==> src/rtl/tdm_demux_1to8_if.sv <==
// Bus bundle for the 1-to-8 TDM demultiplexer: serial word input side and
// the registered frame outputs.
interface tdm_demux_1to8_if #(
  parameter int W = 3
);
  logic [W-1:0] din;
  logic         din_valid;
  logic         frame_start;
  logic [W-1:0] y1;
  logic [W-1:0] y2;
  logic [W-1:0] y3;
  logic [W-1:0] y4;
  logic [W-1:0] y5;
  logic [W-1:0] y6;
  logic [W-1:0] y7;
  logic [W-1:0] y8;
  logic [2:0]   slot;
  logic         frame_valid;
  logic         frame_err;

  modport master (
    output din, din_valid, frame_start,
    input  y1, y2, y3, y4, y5, y6, y7, y8, slot, frame_valid, frame_err
  );

  modport slave (
    input  din, din_valid, frame_start,
    output y1, y2, y3, y4, y5, y6, y7, y8, slot, frame_valid, frame_err
  );
endinterface

==> src/rtl/tdm_demux_1to8.sv <==
// Collects eight time-multiplexed words into a shadow frame and publishes
// them on y1..y8 only when the frame completes; frame_start mid-frame resyncs.
//
// state  | meaning
// IDLE   | waiting for a valid word with frame_start (slot 0)
// RECV   | collecting slots 1..7
module tdm_demux_1to8 #(
  parameter int W = 3
) (
  input  logic               clk,
  input  logic               reset,
  tdm_demux_1to8_if.slave    bus
);

  localparam logic [0:0] S_IDLE = 1'b0;
  localparam logic [0:0] S_RECV = 1'b1;

  logic [0:0]   r_state;
  logic [2:0]   r_slot;
  logic [W-1:0] r_shadow [0:6];
  logic [W-1:0] r_y      [0:7];
  logic         r_frame_valid;
  logic         r_frame_err;

  always_ff @(posedge clk or posedge reset) begin
    if (reset) begin
      r_state       <= S_IDLE;
      r_slot        <= 3'd0;
      r_frame_valid <= 1'b0;
      r_frame_err   <= 1'b0;
      for (int i = 0; i < 7; i++) r_shadow[i] <= '0;
      for (int i = 0; i < 8; i++) r_y[i] <= '0;
    end else begin
      r_frame_valid <= 1'b0;
      r_frame_err   <= 1'b0;
      if (bus.din_valid) begin
        case (r_state)
          S_IDLE: begin
            if (bus.frame_start) begin
              r_shadow[0] <= bus.din;
              r_slot      <= 3'd1;
              r_state     <= S_RECV;
            end
          end
          default: begin
            // A new frame_start always wins, even on the slot-7 word.
            if (bus.frame_start) begin
              r_frame_err <= 1'b1;
              r_shadow[0] <= bus.din;
              r_slot      <= 3'd1;
            end else if (r_slot == 3'd7) begin
              for (int i = 0; i < 7; i++) r_y[i] <= r_shadow[i];
              r_y[7]        <= bus.din;
              r_frame_valid <= 1'b1;
              r_slot        <= 3'd0;
              r_state       <= S_IDLE;
            end else begin
              r_shadow[r_slot] <= bus.din;
              r_slot           <= r_slot + 3'd1;
            end
          end
        endcase
      end
    end
  end

  assign bus.y1          = r_y[0];
  assign bus.y2          = r_y[1];
  assign bus.y3          = r_y[2];
  assign bus.y4          = r_y[3];
  assign bus.y5          = r_y[4];
  assign bus.y6          = r_y[5];
  assign bus.y7          = r_y[6];
  assign bus.y8          = r_y[7];
  assign bus.slot        = r_slot;
  assign bus.frame_valid = r_frame_valid;
  assign bus.frame_err   = r_frame_err;

endmodule

==> src/flat_wrapper.sv <==
// flat-port wrapper written by rule: the top's interface ports become plain ports
module tdm_demux_1to8_flat 
#(
  parameter int W = 3
)
  (clk, reset, bus_din, bus_din_valid, bus_frame_start, bus_y1, bus_y2, bus_y3, bus_y4, bus_y5, bus_y6, bus_y7, bus_y8, bus_slot, bus_frame_valid, bus_frame_err);
  tdm_demux_1to8_if #(.W(W)) bus_i ();
  input  logic clk;
  input  logic reset;
  input wire logic [$bits(bus_i.din)-1:0] bus_din;
  input wire logic [$bits(bus_i.din_valid)-1:0] bus_din_valid;
  input wire logic [$bits(bus_i.frame_start)-1:0] bus_frame_start;
  output wire logic [$bits(bus_i.y1)-1:0] bus_y1;
  output wire logic [$bits(bus_i.y2)-1:0] bus_y2;
  output wire logic [$bits(bus_i.y3)-1:0] bus_y3;
  output wire logic [$bits(bus_i.y4)-1:0] bus_y4;
  output wire logic [$bits(bus_i.y5)-1:0] bus_y5;
  output wire logic [$bits(bus_i.y6)-1:0] bus_y6;
  output wire logic [$bits(bus_i.y7)-1:0] bus_y7;
  output wire logic [$bits(bus_i.y8)-1:0] bus_y8;
  output wire logic [$bits(bus_i.slot)-1:0] bus_slot;
  output wire logic [$bits(bus_i.frame_valid)-1:0] bus_frame_valid;
  output wire logic [$bits(bus_i.frame_err)-1:0] bus_frame_err;
  assign bus_i.din = bus_din;
  assign bus_i.din_valid = bus_din_valid;
  assign bus_i.frame_start = bus_frame_start;
  assign bus_y1 = bus_i.y1;
  assign bus_y2 = bus_i.y2;
  assign bus_y3 = bus_i.y3;
  assign bus_y4 = bus_i.y4;
  assign bus_y5 = bus_i.y5;
  assign bus_y6 = bus_i.y6;
  assign bus_y7 = bus_i.y7;
  assign bus_y8 = bus_i.y8;
  assign bus_slot = bus_i.slot;
  assign bus_frame_valid = bus_i.frame_valid;
  assign bus_frame_err = bus_i.frame_err;
  tdm_demux_1to8 #(.W(W)) u_core (.clk(clk), .reset(reset), .bus(bus_i));
endmodule
==> config.mk <==
export PLATFORM = sky130hd
export DESIGN_NAME = tdm_demux_1to8_flat
export DESIGN_NICKNAME = d
export VERILOG_FILES = /design/src/rtl/tdm_demux_1to8_if.sv /design/src/rtl/tdm_demux_1to8.sv /design/src/flat_wrapper.sv
export SDC_FILE = /design/constraint.sdc
export NUM_CORES = 1
export LEC_CHECK = 0
export CAP_MARGIN = 20
export CORE_UTILIZATION = 55
export CTS_BUF_LIST = sky130_fd_sc_hd__clkbuf_2 sky130_fd_sc_hd__clkbuf_4 sky130_fd_sc_hd__clkbuf_8
export DETAILED_ROUTE_END_ITERATION = 10
export PLACE_DENSITY = 0.87
export SLEW_MARGIN = 0
export SYNTH_ARGS = -nofsm -noshare
export SYNTH_HDL_FRONTEND = slang
export SYNTH_SLANG_ARGS = --single-unit
==> constraint.sdc <==
create_clock -name clk -period 6.5 [get_ports clk]
set_input_delay 1.3 -clock clk [delete_from_list [all_inputs] [get_ports clk]]
set_output_delay 1.3 -clock clk [all_outputs]
set_load 0.05 [all_outputs]
# Yosys cells after proc, flatten, opt, wreduce, memory -nomap -nowiden
# Cells that the tools add are included.
# op_classes
n_lt_le_gt_ge	2
shifts	0
n_bitwise	3
add_sub_neg	1
muxes	21
multipliers	0
eq_ne	2
div	0
n_reduce_logical	6
# ops
operator	count
2-to-1 mux 3 bit	8
bitwise mux 21 bit	1
2-to-1 mux 21 bit	1
2-to-1 mux 1 bit	10
demux 3 bit (select 3 bit)	1
AND reduction 4 bit	2
greater-or-equal comparator 4 bit (second input constant)	1
< comparator 4 x 1 -> 1 bit (second input constant)	1
inverter 3 -> 4 bit	1
adder 3 x 1 -> 3 bit (second input constant)	1
equality test 3 bit (second input constant)	1
AND reduction 3 bit	1
inequality test 2 bit (second input constant)	1
inverter 1 bit	2
AND reduction 2 bit	1
nonzero test 2 bit	1
logical AND 1 bit	1
# totals
ramBits	0
n_memories	0
reg_bits	51
out_inout_bits	29
latchBits	0
mem_bits_ro	0

# Longest topological paths before layout
# depth
word_depth	9
ltp_mapped	6

# Worst setup path after synthesis
# No wires, ideal clock.
# synth_timing
kind	in2reg
startpoint	in bus_din_valid
endpoint	reg u_core.r_shadow[6] (netlist name)
setup_time_ns	0.125
cell_stages	4
slack_ns	3.997
t_arrival_ns	2.378
cell_sequence	buf_2 -> nand3b_4 -> or4_4 -> mux2_4
# synth_via
elab_chain_len	1
# synth_rtl
item	line	source
start: declaration	flat_wrapper.sv:11	input wire logic [$bits(bus_i.din_valid)-1:0] bus_din_valid;
AND reduction 4 bit (no line)	n/a	
end signal: indexed assignment	tdm_demux_1to8.sv:58	r_shadow[r_slot] <= bus.din;
end: declaration	tdm_demux_1to8.sv:20	logic [W-1:0] r_shadow [0:6];
# Every way passes these cells.
# A chain may end at the register's enable or synchronous reset.

# Final worst setup path
# layout_timing
startpoint	reg u_core.r_slot[1], in the netlist u_core.bus.slot[1]
endpoint	out bus_slot[1]
# layout_rtl
item	line	source
start: declaration	tdm_demux_1to8.sv:19	logic [2:0] r_slot;
start signal: assignment	tdm_demux_1to8.sv:59	r_slot <= r_slot + 3'd1;
end: declaration	flat_wrapper.sv:21	output wire logic [$bits(bus_i.slot)-1:0] bus_slot;
# No word-level cell between the ends.

==> run metrics <==
initial antenna violation count=0; DIE AREA=around 4100 um^2; CP Cell Sequence=clkdlybuf4s50_1; sequential power share=0.489; layout cells sized above 1=0.356; Arr. time, crit path=roughly 1.7 ns; Crit Path Max Fanout=10; Detail Route Antenna Nets=0; Hold Slack=0.505 ns; routability cong.=between 0.8 and 0.9; synthesized net count=roughly 150; Detail Placement HPWL=around 2.6 mm; wire length per cell=roughly 17 um; die height=around 64 um; Avg Cell Area, Syn=around 16 um^2; relative slew slack=0.664; Setup Buffers After CTS=0; fill count=258; CP Buf/Inv Count=1; Max stage delay cell, worst path=clkdlybuf4s50_1; GRT Total Usage=0.220; Final Max Slew Viols=0; row count=22; CORE AREA=between 3000 and 4000 um^2; vias in the first global route=1394; library cells used by synthesis=27; Worst Tran Pin Value=0.503 ns; Worst Hold Class=flip-flop to flip-flop; # nets final=roughly 180; ant diodes=0; # Max-Cap Violations=0; drt pass-1 iters=4; Final setup viols=0; CTS Buf Count=5; highest clock rate=approximately 0.33 GHz; Initial Util=0.573; Synthesis Warnings=0; PortBufs=35; cts hold-fix bufs=0; synthesized netlist cell count=~140; first-pass GRT wire length=6.65 mm; Static Leak=between 1 and 1.5 nW; CTS tree=done; synthesis-to-layout area growth=24.0%; Clock power frac=0.238; final wirelength=3.80 mm; Int Pwr=a little over 0.0006 W; Worst-Skew Late Latency=0.30 ns; Final Cycle Share=0.465; Final Critical Period=between 3 and 4 ns; drt drc=0; CP delay by family, top=buffers and inverters; Worst Path Required=5.20 ns; Max stage delay on crit path=about 0.87 ns; Setup Skew=0.00425 ns; post_cts resized=0; sequential share of the synthesized area=0.608; Setup Crit Path Kind=flip-flop to output pin; Fin. Hold Viols=0; Synth Register Bits=just over 50; CP endpoint kind=output pin; # IOs=36; Clock Sinks=51; Worst-path clk slew=around 0.08 ns; post-DR vias/cell=roughly 5.7; startpoint types=flip-flop; status=finished clean; CTS root buffer=clkbuf_8; largest net degree at the start of global routing=52; combinational power share=0.273; clk buf depth=2; setup_tns=0 ns; die width=63.8 um; VDD IR max=approximately 0.21 mV; Starting DRT DRC Count=33; Switch Pwr=roughly 0.00028 W; Post-Syn Area=2100 um^2; gr ovfl total=0; RSZ-0062 raised after global routing=false; H-tree depth=2; Power Dens Cells=~340 nW/um^2; Sw Ratio=0.309; vias=about 1300
power groups by stage:
stage / logic [W] / clock network, W / registers, W
6_report: 0.000244 / 0.000212 / 0.000437
5_1_grt: 0.000258 / 0.000233 / 0.000447
4_1_cts: 0.000245 / 0.000219 / 0.000437
3_5_place_dp: 0.000243 / 0 / 0.000443
3_3_place_gp: 0.000233 / 0 / 0.000436
2_1_floorplan: 0.0000964 / 0 / 0.000506
state kept, by name (all words and copies together) (netlist names), 3 cells and up:
| signal | flops |
|---|---|
| u_core.bus.y2 | 3 |
| u_core.bus.y4 | 3 |
| u_core.bus.slot | 3 |
| u_core.bus.y7 | 3 |
| u_core.bus.y6 | 3 |
| u_core.bus.y5 | 3 |
| u_core.bus.y1 | 3 |
| u_core.bus.y3 | 3 |
| u_core.r_shadow | 21 |
| u_core.bus.y8 | 3 |
synth_stat cells:
master	number	share of area
buf_2	2	0.0048
nor2_1	2	0.0036
and4_1	1	0.0042
mux2_2	42	0.23
o31a_1	1	0.0042
nand3b_4	1	0.0095
dfrtp_1	51	0.61
o21ai_0	3	0.0071
inv_1	6	0.011
or4_4	1	0.0054
a32oi_1	1	0.0042
a32o_1	1	0.0048
buf_6	2	0.011
mux2_4	3	0.021
nand2_4	1	0.0054
and3b_2	1	0.0048
o22ai_1	1	0.0030
nand2_1	1	0.0018
nor4_1	1	0.0030
or2b_1	1	0.0036
nand4_1	2	0.0060
nor3b_1	1	0.0036
ha_1	3	0.018
and3_2	1	0.0036
and2_2	1	0.0036
nor4_2	2	0.012
a22o_1	2	0.0083
area by class of cell:
class,count,area (um^2),area share
repair buffers,36,370,0.142
clock buffers,6,76.3,0.0293
multi-input cells,74,768,0.295
inverters,6,22.5,0.00865
flip-flops and latches,51,1280,0.490
clock inverters,1,30.0,0.0115
well taps,48,60.1,0.0231
layer usage:
metal | up-vias | track usage | routed length [um]
met5 | - | 0 | 0
met1 | 638 | 0.271 | 1620
met2 | 44 | 0.358 | 1920
met3 | 12 | 0.0464 | 173
met4 | 0 | 0.125 | 93
li1 | 564 | - | -
cells in the final DEF (no fill, tap or decap), types with 2 or more instances in the layout:
cell             count
clkdlybuf4s50_1     35
nand4_1              2
mux2_2              42
a22o_1               2
mux2_4               3
inv_1                5
dfrtp_1             51
nor4_2               2
o21ai_0              3
nor2_1               2
ha_1                 3
clkbuf_8             5
logic make-up (layout without fill, tap and decap cells):
logic type	after synthesis	after routing	share of synthesized area
buf+inv	10	49	0.0262
compound gates	9	9	0.0316
simple gates	17	17	0.0697
flops	51	51	0.608
mux	45	45	0.247
fa+ha+maj	3	3	0.0179
final timing paths:
kind,startpoint,end,slack [ns],cells after the start
worst max-delay path,u_core.bus.slot[1],bus_slot[1],3.48,1
worst min-delay path,u_core.r_shadow[14],u_core.bus.y3[2],0.50,1
worst max register to register,u_core.bus.slot[0],u_core.r_shadow[7],4.26,5
worst min register to register,u_core.r_shadow[14],u_core.bus.y3[2],0.50,1
max in group asynchronous,reset,u_core.bus.y1[1],4.77,3
min in group asynchronous,reset,u_core.bus.y2[1],1.25,2
metrics by stage:
step	utilization	setup slack (ns)	cell area [um^2]	instances	power, W
global route	0.711	3.43	2600	222	0.000938
CTS	0.706	3.48	2580	221	0.000901
floorplan	-	3.97	2100	135	0.000603
global placement	0.677	3.47	2480	214	0.000670
detailed placement	0.677	3.41	2480	214	0.000686
finish	0.711	3.48	2600	222	0.000893
(Power assumes the default switching activity.)
